===== config.mk =====
export PLATFORM = sky130hd
export DESIGN_NAME = floatli_share_arbiter
export DESIGN_NICKNAME = d
export VERILOG_FILES = /design/src/rtl/floatli_share_arbiter_pkg.sv /design/src/rtl/fpnew_pkg.sv /design/src/rtl/floatli_rr_arb.sv /design/src/rtl/floatli_share_arbiter.sv
export SDC_FILE = /design/constraint.sdc
export NUM_CORES = 1
export LEC_CHECK = 0
export BUFFER_PORTS_ARGS = -buffer_cell sky130_fd_sc_hd__buf_2
export CAP_MARGIN = 0
export CELL_PAD_IN_SITES_DETAIL_PLACEMENT = 0
export CELL_PAD_IN_SITES_GLOBAL_PLACEMENT = 2
export CORE_AREA = 2 2 168 170
export DETAILED_ROUTE_END_ITERATION = 12
export DIE_AREA = 0 0 170 172
export PLACE_DENSITY = 0.77
export SLEW_MARGIN = 25
export SYNTH_ARGS = -nofsm -noshare
export SYNTH_HDL_FRONTEND = slang
export SYNTH_SLANG_ARGS = --single-unit

===== constraint.sdc =====
create_clock -name clk_i -period 1.8 [get_ports clk_i]
set_input_delay 0.27 -clock clk_i [delete_from_list [all_inputs] [get_ports clk_i]]
set_output_delay 0.27 -clock clk_i [all_outputs]
set_load 0.01 [all_outputs]

===== src/rtl/floatli_share_arbiter_pkg.sv =====
// Arbiter-local types and round-robin index helpers.
package floatli_share_arbiter_pkg;

  typedef enum logic {
    ST_ARB  = 1'b0,
    ST_LOCK = 1'b1
  } arb_state_e;

  function automatic int unsigned rr_wrap(input int unsigned idx, input int unsigned n);
    return (idx >= n) ? idx - n : idx;
  endfunction

  function automatic int unsigned rr_next(input int unsigned idx, input int unsigned n);
    return rr_wrap(idx + 1, n);
  endfunction

endpackage


===== src/rtl/fpnew_pkg.sv =====
// FPU type subset used by the shared-FPU arbiter: formats, round modes,
// operations, status flags and the feature-set descriptor.
package fpnew_pkg;

  localparam int unsigned NUM_FP_FORMATS  = 5;
  localparam int unsigned NUM_INT_FORMATS = 4;

  typedef enum logic [2:0] {
    FP32    = 3'd0,
    FP64    = 3'd1,
    FP16    = 3'd2,
    FP8     = 3'd3,
    FP16ALT = 3'd4
  } fp_format_e;

  typedef enum logic [1:0] {
    INT8  = 2'd0,
    INT16 = 2'd1,
    INT32 = 2'd2,
    INT64 = 2'd3
  } int_format_e;

  typedef logic [0:NUM_FP_FORMATS-1]  fmt_logic_t;
  typedef logic [0:NUM_INT_FORMATS-1] ifmt_logic_t;

  typedef struct packed {
    int unsigned Width;
    logic        EnableVectors;
    logic        EnableNanBox;
    fmt_logic_t  FpFmtMask;
    ifmt_logic_t IntFmtMask;
  } fpu_features_t;

  localparam fpu_features_t RV32F = '{
    Width:         32,
    EnableVectors: 1'b0,
    EnableNanBox:  1'b1,
    FpFmtMask:     5'b10000,
    IntFmtMask:    4'b0010
  };

  typedef enum logic [2:0] {
    RNE = 3'b000,
    RTZ = 3'b001,
    RDN = 3'b010,
    RUP = 3'b011,
    RMM = 3'b100,
    ROD = 3'b101,
    DYN = 3'b111
  } roundmode_e;

  typedef enum logic [3:0] {
    FMADD, FNMSUB, ADD, MUL, DIV, SQRT, SGNJ, MINMAX, CMP, CLASSIFY,
    F2F, F2I, I2F, CPKAB, CPKCD
  } operation_e;

  typedef struct packed {
    logic NV;
    logic DZ;
    logic OF;
    logic UF;
    logic NX;
  } status_t;

endpackage


===== src/rtl/floatli_rr_arb.sv =====
// Round-robin priority search: first valid requester at or after ptr_i,
// wrapping modulo NumReq.
module floatli_rr_arb
  import floatli_share_arbiter_pkg::*;
#(
  parameter int unsigned NumReq = 2,
  parameter int unsigned IdW    = 1
) (
  input  logic [NumReq-1:0] valid_i,
  input  logic [IdW-1:0]    ptr_i,
  output logic [IdW-1:0]    gnt_idx_o,
  output logic              any_valid_o
);

  int unsigned idx;

  always_comb begin
    gnt_idx_o   = '0;
    any_valid_o = 1'b0;
    idx         = 0;
    for (int unsigned i = 0; i < NumReq; i++) begin
      idx = rr_wrap(32'(ptr_i) + i, NumReq);
      if (!any_valid_o && valid_i[IdW'(idx)]) begin
        any_valid_o = 1'b1;
        gnt_idx_o   = IdW'(idx);
      end
    end
  end

endmodule


===== src/rtl/floatli_share_arbiter.sv =====
// Shares one FPU among NumReq requesters: round-robin issue with grant lock
// under back-pressure, outstanding-op limit, tag-routed responses.
module floatli_share_arbiter
  import floatli_share_arbiter_pkg::*;
#(
  parameter fpnew_pkg::fpu_features_t Features       = fpnew_pkg::RV32F,
  parameter int unsigned              NumReq         = 2,
  parameter int unsigned              MaxOutstanding = 2,
  parameter type                      TagType        = logic
) (
  input  logic                                        clk_i,
  input  logic                                        rst_ni,
  input  logic [NumReq-1:0]                           req_valid_i,
  output logic [NumReq-1:0]                           req_ready_o,
  input  logic [NumReq-1:0][2:0][Features.Width-1:0]  req_operands_i,
  input  fpnew_pkg::roundmode_e  [NumReq-1:0]         req_rnd_mode_i,
  input  fpnew_pkg::operation_e  [NumReq-1:0]         req_op_i,
  input  logic [NumReq-1:0]                           req_op_mod_i,
  input  fpnew_pkg::fp_format_e  [NumReq-1:0]         req_src_fmt_i,
  input  fpnew_pkg::fp_format_e  [NumReq-1:0]         req_dst_fmt_i,
  input  fpnew_pkg::int_format_e [NumReq-1:0]         req_int_fmt_i,
  input  TagType [NumReq-1:0]                         req_tag_i,
  output logic [NumReq-1:0]                           rsp_valid_o,
  input  logic [NumReq-1:0]                           rsp_ready_i,
  output logic [Features.Width-1:0]                   rsp_result_o,
  output fpnew_pkg::status_t                          rsp_status_o,
  output TagType                                      rsp_tag_o,
  output logic                                        fpu_in_valid_o,
  input  logic                                        fpu_in_ready_i,
  output logic [2:0][Features.Width-1:0]              fpu_operands_o,
  output fpnew_pkg::roundmode_e                       fpu_rnd_mode_o,
  output fpnew_pkg::operation_e                       fpu_op_o,
  output logic                                        fpu_op_mod_o,
  output fpnew_pkg::fp_format_e                       fpu_src_fmt_o,
  output fpnew_pkg::fp_format_e                       fpu_dst_fmt_o,
  output fpnew_pkg::int_format_e                      fpu_int_fmt_o,
  output logic [$clog2(NumReq)+$bits(TagType)-1:0]    fpu_tag_o,
  input  logic                                        fpu_out_valid_i,
  output logic                                        fpu_out_ready_o,
  input  logic [Features.Width-1:0]                   fpu_result_i,
  input  fpnew_pkg::status_t                          fpu_status_i,
  input  logic [$clog2(NumReq)+$bits(TagType)-1:0]    fpu_tag_i,
  input  logic                                        fpu_busy_i,
  input  logic                                        flush_i,
  output logic                                        fpu_flush_o,
  output logic                                        busy_o
);

  localparam int unsigned IdW  = $clog2(NumReq);
  localparam int unsigned CntW = $clog2(MaxOutstanding + 1);

  // Tag carried through the FPU; id routes the response back.
  typedef struct packed {
    logic [IdW-1:0] id;
    TagType         tag;
  } fpu_tag_t;

  arb_state_e      state_q, state_d;
  logic [IdW-1:0]  rr_ptr_q, rr_ptr_d;
  logic [IdW-1:0]  lock_id_q, lock_id_d;
  logic [CntW-1:0] cnt_q, cnt_d;

  logic [IdW-1:0]  arb_idx;
  logic            arb_any;
  logic [IdW-1:0]  grant;
  logic            gnt_valid;
  logic            cnt_full;
  logic            in_hs;
  logic            out_hs;
  logic            rsp_sel_ready;
  fpu_tag_t        out_tag;
  fpu_tag_t        in_tag;

  floatli_rr_arb #(
    .NumReq (NumReq),
    .IdW    (IdW)
  ) u_rr_arb (
    .valid_i     (req_valid_i),
    .ptr_i       (rr_ptr_q),
    .gnt_idx_o   (arb_idx),
    .any_valid_o (arb_any)
  );

  assign grant     = (state_q == ST_LOCK) ? lock_id_q : arb_idx;
  assign gnt_valid = (state_q == ST_LOCK) ? req_valid_i[lock_id_q] : arb_any;
  assign cnt_full  = (cnt_q >= CntW'(MaxOutstanding));

  // Gated by rst_ni so nothing handshakes while reset is held.
  assign fpu_in_valid_o = rst_ni & gnt_valid & ~cnt_full & ~flush_i;
  assign in_hs          = fpu_in_valid_o & fpu_in_ready_i;

  assign fpu_operands_o = req_operands_i[grant];
  assign fpu_rnd_mode_o = req_rnd_mode_i[grant];
  assign fpu_op_o       = req_op_i[grant];
  assign fpu_op_mod_o   = req_op_mod_i[grant];
  assign fpu_src_fmt_o  = req_src_fmt_i[grant];
  assign fpu_dst_fmt_o  = req_dst_fmt_i[grant];
  assign fpu_int_fmt_o  = req_int_fmt_i[grant];

  assign out_tag.id  = grant;
  assign out_tag.tag = req_tag_i[grant];
  assign fpu_tag_o   = out_tag;

  assign in_tag = fpu_tag_i;

  always_comb begin
    req_ready_o   = '0;
    rsp_valid_o   = '0;
    rsp_sel_ready = 1'b0;
    for (int unsigned i = 0; i < NumReq; i++) begin
      req_ready_o[i] = in_hs && (grant == IdW'(i));
      rsp_valid_o[i] = rst_ni && fpu_out_valid_i && (in_tag.id == IdW'(i));
      if (in_tag.id == IdW'(i)) begin
        rsp_sel_ready = rsp_ready_i[i];
      end
    end
  end

  assign fpu_out_ready_o = rst_ni & rsp_sel_ready;
  assign out_hs          = fpu_out_valid_i & fpu_out_ready_o;
  assign rsp_result_o    = fpu_result_i;
  assign rsp_status_o    = fpu_status_i;
  assign rsp_tag_o       = in_tag.tag;

  assign fpu_flush_o = flush_i;
  assign busy_o      = (cnt_q != '0) | fpu_busy_i;

  always_comb begin
    state_d   = state_q;
    lock_id_d = lock_id_q;
    rr_ptr_d  = rr_ptr_q;
    cnt_d     = cnt_q;

    unique case (state_q)
      ST_ARB: begin
        if (fpu_in_valid_o && !fpu_in_ready_i) begin
          state_d   = ST_LOCK;
          lock_id_d = grant;
        end
      end
      ST_LOCK: begin
        if (in_hs) begin
          state_d = ST_ARB;
        end
      end
      default: state_d = ST_ARB;
    endcase

    if (in_hs) begin
      rr_ptr_d = IdW'(rr_next(32'(grant), NumReq));
    end

    // Flush wins over any handshake bookkeeping; rr_ptr is intentionally kept.
    if (flush_i) begin
      cnt_d   = '0;
      state_d = ST_ARB;
    end else if (in_hs && !out_hs) begin
      cnt_d = cnt_q + 1'b1;
    end else if (!in_hs && out_hs) begin
      cnt_d = cnt_q - 1'b1;
    end
  end

  always_ff @(posedge clk_i or negedge rst_ni) begin
    if (!rst_ni) begin
      state_q   <= ST_ARB;
      rr_ptr_q  <= '0;
      lock_id_q <= '0;
      cnt_q     <= '0;
    end else begin
      state_q   <= state_d;
      rr_ptr_q  <= rr_ptr_d;
      lock_id_q <= lock_id_d;
      cnt_q     <= cnt_d;
    end
  end

  a_no_underflow : assert property (@(posedge clk_i) disable iff (!rst_ni)
    !(out_hs && (cnt_q == '0)));

  a_no_overflow : assert property (@(posedge clk_i) disable iff (!rst_ni)
    (cnt_q <= CntW'(MaxOutstanding)));

endmodule


==> results of run 1 <==
==> layer usage <==
layer | GRT usage, % | routed length, µm | vias to the layer above
met1 | 6.54 | 4110 | 1259
met5 | 0 | 0 | -
met3 | 1.08 | 1010 | 26
li1 | - | - | 1389
met2 | 11.0 | 5550 | 204
met4 | 2.49 | 302 | 0
==> timing repair <==
action,CTS,global route
pin swaps,0,1
hold buffers,1,0
cloned,0,2
resized for setup,23,16
buffers inserted,0,2
hold endpoints to repair,5,0
endpoints found under the setup margin,116,116
==> worst max-delay path: stages (launching register included) <==
cell and delay [ns]:
dfrtp_1 0.35, o21ai_2 0.08, o21ai_4 0.20, buf_4 0.19
clkbuf_16 0.18, mux2_2 0.34, buf_2 0.14
==> registers in the layout, indices dropped and copies added (netlist names) <==
register	flops
lock_id_q	1
state_q	1
rr_ptr_q	1
cnt_q	2
==> Yosys cell counts (all sizes together) <==
cell type,n,area share (%)
and4bb,1,0.62
nor3b,1,0.38
o211ai,1,0.62
nor2b,3,0.94
inv,2,0.38
a21boi,1,0.38
or3b,1,0.44
and3,1,0.31
buf,52,18
nand2,3,0.56
o21a,1,0.38
o21ai,6,1.7
or3,2,0.62
a211oi,1,0.38
mux2,114,64
a21oi,1,0.25
mux2i,2,1.0
dfrtp,5,6.3
and2,1,0.31
o31ai,1,0.38
or2,1,0.31
o211a,1,0.50
nor2,3,0.56
nor3,1,0.25
==> where the power goes <==
group / leakage, nW / internal [mW] / switching [mW]
clock: 0.0382 / 0.293 / 0.0702
sequential: 0.0641 / 0.131 / 0.0145
combinational: 2.21 / 1.00 / 0.707
total: 2.31 / 1.42 / 0.792
==> logic make-up (layout without fill, tap and decap cells) <==
kind of cell,Yosys count,in the layout,synth area share (%)
flip-flops,5,5,6.25
buffers and inverters,54,393,18.8
AND/OR/NAND/NOR,18,18,5.31
multiplexers,116,116,65.1
AO/OA/AOI/OAI,13,13,4.56
==> area by class of cell <==
class | instances | area [µm²] | area share (%)
clock buffers | 4 | 78.8 | 1.79
multi-input cells | 147 | 1560 | 35.5
inverters | 2 | 7.51 | 0.170
well taps | 346 | 433 | 9.81
flip-flops and latches | 5 | 126 | 2.86
repair buffers | 387 | 2200 | 49.9
==> cells in the final DEF, fill, tap and decap left out, types with 2 or more instances in the layout <==
cell type,instances
buf_12,5
buf_2,344
buf_4,16
buf_6,20
clkbuf_16,4
dfrtp_1,4
inv_1,2
mux2_2,101
mux2_4,13
mux2i_1,2
nand2_1,3
nor2_1,3
nor2b_1,3
o21ai_0,4
or3_1,2
==> path summary, 6_finish.rpt <==
kind	startpoint	endpoint	slack [ns]
max	rr_ptr_q	fpu_operands_o[75]	-0.18
min	fpu_in_ready_i	lock_id_q	0.36
max reg2reg	state_q	cnt_q[1]	0.16
min reg2reg	rr_ptr_q	rr_ptr_q	0.51
max in group asynchronous	rst_ni	state_q	0.96
min in group asynchronous	rst_ni	cnt_q[1]	0.61
==> stage by stage <==
step	cells	setup slack [ns]	total power, mW	utilization, %
CTS	887	-0.224	2.15	15.6
global route	891	-0.263	2.38	16.1
global placement	882	-0.101	1.69	14.9
finish	891	-0.182	2.22	16.1
floorplan	206	0.0972	1.04	-
detailed placement	882	-0.0812	1.70	14.9
==> results.json, run 1 <==
{
  "outcome": "finished, violations left",
  "violations": "negative setup slack",
  "clockBufferDepth": 2,
  "vdd_drop_max_mv": 0.190,
  "p_per_area_nw_per_um2": 502,
  "grt.total_usage_pct": 5.88,
  "arrival_ns": 1.71,
  "finalWorstSetupSlack_ns": -0.182,
  "fin_area_um2": 4410,
  "wl_mm": 11.0,
  "slew_violations": 0,
  "finalSetupViolations": 113,
  "critPathLaunchType": "register",
  "place_area_um2": 4100,
  "setup_tns_ns": -16.04,
  "gp_congestion": 0.727,
  "period_share_pct": 110,
  "overflow": 0,
  "drt_pass1_iterations": 4,
  "yosysSeqAreaShare_pct": 6.25,
  "viasPerCell": 3.23,
  "coreArea_um2": 27500,
  "grt_pass1_wl_mm": 13.4,
  "yosys.cell_types.count": 27,
  "io_buffers": 358,
  "cts_tree": "yes",
  "period_minus_slack_ns": 1.98,
  "clock_sinks": 5,
  "worst_pin_slew_ns": 0.317,
  "root_buffer": "clkbuf_16",
  "synth_area_um2": 2000,
  "dieWidth_um": 170,
  "die-area_um2": 29200,
  "drc": 0,
  "drtAntennaViolNets": 0,
  "crit_type": "reg -> out",
  "clock_skew_ns": 0.000501,
  "p_leak_nw": 2.31,
  "hold_depth": 3,
  "max-cap-violations": 0,
  "final_net_count": 821,
  "fillerInstances": 3110,
  "rows": 61,
  "antennaDiodeCount": 0,
  "numCtsBuffers": 3,
  "hpwl_mm": 9.35,
  "postSynthCellCount": 206,
  "hold_violations": 0,
  "rsz0062_at_grt": "true",
  "final_layout_size_suffix_gt1_share_pct": 93.6,
  "syn2layout_area_growth_pct": 120,
  "grt_pass1_vias": 2690,
  "io_pins": 435,
  "drtIter0Drc": 32,
  "die_y_um": 172,
  "hold_slack_ns": 0.359,
  "ctsHtreeMaxLevel": 1,
  "worstHoldPathType": "in -> reg",
  "cp.required_ns": 1.53,
  "rr_worst_depth": 4,
  "insertion_delay_ns": 0.22,
  "avgSynthCellArea_um2": 9.72,
  "relSlewSlack_pct": 78.7,
  "grt_antenna_before_repair": 0,
  "path_max_fanout": 12,
  "timing.fmax_mhz": 504,
  "ys_ff_latch": 5,
  "start_util_pct": 7.29,
  "grt_max_degree": 49,
  "num_vias": 2878,
  "synth_nets": 481,
  "ys_warn_count": 0,
  "endpoint_kind": "primary output",
  "wl_per_cell_um": 12.3,
  "path_clk_slew_ns": 0.03
}
(Power assumes the default switching activity.)
==> run 2, diff against run 1 <==
--- a/config.mk
+++ b/config.mk
@@ -5,14 +5,15 @@
 export SDC_FILE = /design/constraint.sdc
 export NUM_CORES = 1
 export LEC_CHECK = 0
+export ABC_AREA = 1
 export BUFFER_PORTS_ARGS = -buffer_cell sky130_fd_sc_hd__buf_2
 export CAP_MARGIN = 0
 export CELL_PAD_IN_SITES_DETAIL_PLACEMENT = 0
 export CELL_PAD_IN_SITES_GLOBAL_PLACEMENT = 2
-export CORE_AREA = 2 2 168 170
+export CORE_AREA = 2 2 171 173
 export DETAILED_ROUTE_END_ITERATION = 12
-export DIE_AREA = 0 0 170 172
-export PLACE_DENSITY = 0.77
+export DIE_AREA = 0 0 173 175
+export PLACE_DENSITY = 0.88
 export SLEW_MARGIN = 25
 export SYNTH_ARGS = -nofsm -noshare
 export SYNTH_HDL_FRONTEND = slang
==> run 2 against run 1 <==
  * The run still ends with negative setup slack left
  * Die area is 3.5% higher
  * Clock skew barely moved
  * Setup slack gained 0.15 ns
  * Clock-buffer cell count is the same
  * Critical path type unchanged
==> results.json, run 2 <==
{
  "antennaDiodeCount": 0,
  "gp_congestion": 0.785,
  "final_net_count": 1060,
  "clockBufferDepth": 2,
  "r2r_start": "state_q",
  "critPathSlowestCell": "dfrtp_1",
  "drtAntennaViolNets": 0,
  "synth_nets": 740,
  "worstSetupStartpoint": "state_q",
  "synth_area_um2": 2100,
  "p_per_area_nw_per_um2": 782,
  "worst_pin_slew_ns": 0.240,
  "yosys.cell_types.count": 18,
  "rows": 62,
  "clock_sinks": 5,
  "slowest_delay_ns": 0.41,
  "utilization_pct": 16.8,
  "p_sw_share_pct": 50.4,
  "yosysSeqAreaShare_pct": 5.96,
  "wl_mm": 14.2,
  "worstHoldStart": "fpu_in_ready_i",
  "cts_tree": "yes",
  "coreArea_um2": 28400,
  "p_leak_nw": 3.04,
  "root_buffer": "clkbuf_16",
  "clockPowerShare_pct": 9.8,
  "drc": 0,
  "grt_antenna_before_repair": 0,
  "outcome": "finished, violations left",
  "rsz0062_at_grt": "true",
  "ctsHtreeMaxLevel": 1,
  "largest-register": "cnt_q",
  "start_util_pct": 7.39,
  "fillerInstances": 3285,
  "numCtsBuffers": 3,
  "power_frac_comb_pct": 85.4,
  "wl_per_cell_um": 12.1,
  "syn2layout_area_growth_pct": 128,
  "fin_area_um2": 4780,
  "ys_ff_latch": 5,
  "path_delay_family": "buffers and inverters",
  "ys_warn_count": 0,
  "seqPwrFrac_pct": 4.8,
  "vdd_drop_max_mv": 0.292,
  "worstHoldPathType": "in -> reg",
  "max-cap-violations": 0,
  "period_minus_slack_ns": 1.83,
  "ys_top_cells_by_count": "nand2_1, buf_4, inv_1",
  "timing.fmax_mhz": 546,
  "grt_pass1_vias": 3457,
  "die_y_um": 175,
  "clock_skew_ns": 0.000746,
  "path_max_fanout": 6,
  "io_pins": 435,
  "synth.area.top_cells": "nand2_1, buf_4, dfrtp_1",
  "dp_cells": 1149,
  "yosysTopAreaCellShare_pct": 63.7,
  "arrival_ns": 1.56,
  "overflow": 0,
  "drt_pass1_iterations": 6,
  "grt_pass1_wl_mm": 16.8,
  "final_cell_count_no_fill": 1168,
  "hpwl_mm": 9.63,
  "seqCellArea_um2": 125,
  "multi_input_area_um2": 1730,
  "dieWidth_um": 173,
  "synth_top_area_cell": "nand2_1",
  "finalSetupViolations": 18,
  "endpoint_kind": "primary output",
  "slew_violations": 0,
  "die-area_um2": 30300,
  "synth-edff-count": 0,
  "io_buffers": 358,
  "cp.required_ns": 1.53,
  "critPathLaunchType": "register",
  "violations": "negative setup slack",
  "cp_cell_sequence": "inv_2, nand3_4, nand2_8, clkinv_8, buf_12, clkbuf_16, nand2_2, nand2_1, buf_2",
  "insertion_delay_ns": 0.22,
  "drtIter0Drc": 74,
  "hold_violations": 0,
  "postSynthCellCount": 465,
  "grt.total_usage_pct": 6.82,
  "place_area_um2": 4030,
  "grt_max_degree": 63,
  "largest_reg_flops": 2,
  "p_int_mw": 1.86,
  "post-synth-top-count-cell": "nand2_1",
  "mostFrequentLayoutCell": "buf_2",
  "avgSynthCellArea_um2": 4.51,
  "power.net_switching_mw": 1.88,
  "crit_type": "reg -> out",
  "path_clk_slew_ns": 0.03,
  "path_buf_inv": 5,
  "num_vias": 3912,
  "synth_async_sr_flop_share_pct": 100,
  "final_layout_size_suffix_gt1_share_pct": 58.0,
  "final_cell_mix": "buf_2, nand2_1, nand2_2, inv_1",
  "viasPerCell": 3.35,
  "period_share_pct": 102,
  "relSlewSlack_pct": 84.0,
  "hold_slack_ns": 0.381,
  "finalWorstSetupSlack_ns": -0.0329,
  "synth-main-ff-cell": "dfrtp_1"
}
-- run 2: changes by cell type after synthesis, moves of 3 or more --
cell	change
nor2b_1	-3
nand4_1	+3
buf_4	+4
inv_1	+14
nand2_1	+353
nand3_1	+6
buf_2	+6
mux2_2	-114
-- run 2: cells by family after synthesis --
| group | synth area share (%) |
|---|---|
| and+or+nand+nor | 68.2 |
| buffers and inverters | 24.3 |
| DFF | 5.96 |
| AOI/OAI and AO/OA | 1.13 |
| xor gates and xnor gates | 0.417 |
-- run 2: area by class of cell --
cell class | count | share of cell area [%]
repair buffers | 379 | 47.7
multi-input cells | 378 | 36.3
well taps | 384 | 10.1
flip-flops and latches | 5 | 2.62
inverters | 18 | 1.68
clock buffers | 4 | 1.65
-- run 2: final timing paths --
path,depth (start not counted),endpoint,slack (ns)
worst max-delay path,9,fpu_operands_o[37],-0.03
worst max register to register,7,cnt_q[0],0.43
worst min register to register,2,lock_id_q,0.53
min in group asynchronous,3,lock_id_q,0.50
max in group asynchronous,3,state_q,1.19
worst min-delay path,4,lock_id_q,0.38
-- run 2: worst register-to-register path: cells and delay by family (launching register included) --
| family | cells | cell delay, ns |
|---|---|---|
| compound gates | 1 | 0.21 |
| simple gates | 5 | 0.48 |
| buf+inv | 1 | 0.16 |
| flops | 1 | 0.41 |
-- run 2: per-layer routing --
layer  GRT usage, %  part of all wire, %  up-vias
met5              0                    0        -
met4           2.05                  3.4        0
met3           1.85                  9.4       27
met2           13.7                   53      286
met1           6.73                   34     1620
li1               -                    -     1979
-- run 2: stage by stage --
stage	setup TNS [ns]	worst slack [ns]	power (mW)
2_1_floorplan	0	0.425	1.61
3_3_place_gp	0	0.190	2.60
3_5_place_dp	0	0.181	2.57
4_1_cts	-1.47	-0.0414	3.13
5_1_grt	-4.67	-0.0982	4.04
6_report	-0.320	-0.0329	3.74
-- run 2: repair_timing --
item                       4_1_cts  5_1_grt
setup endpoints to repair       62      111
hold buffers                     1        0
gates cloned                     2        8
hold endpoints to repair         5        0
pin swaps                        1       15
setup buffers                    2        3
resized for setup                6      106
-- run 2: power by group through the flow --
| stage | combinational [mW] | clock (mW) | sequential (mW) |
|---|---|---|---|
| after floorplan | 1.44 | 0 | 0.174 |
| after global placement | 2.42 | 0 | 0.178 |
| after detailed placement | 2.39 | 0 | 0.180 |
| after CTS | 2.57 | 0.371 | 0.180 |
| after global routing | 3.47 | 0.384 | 0.185 |
| final | 3.19 | 0.365 | 0.179 |
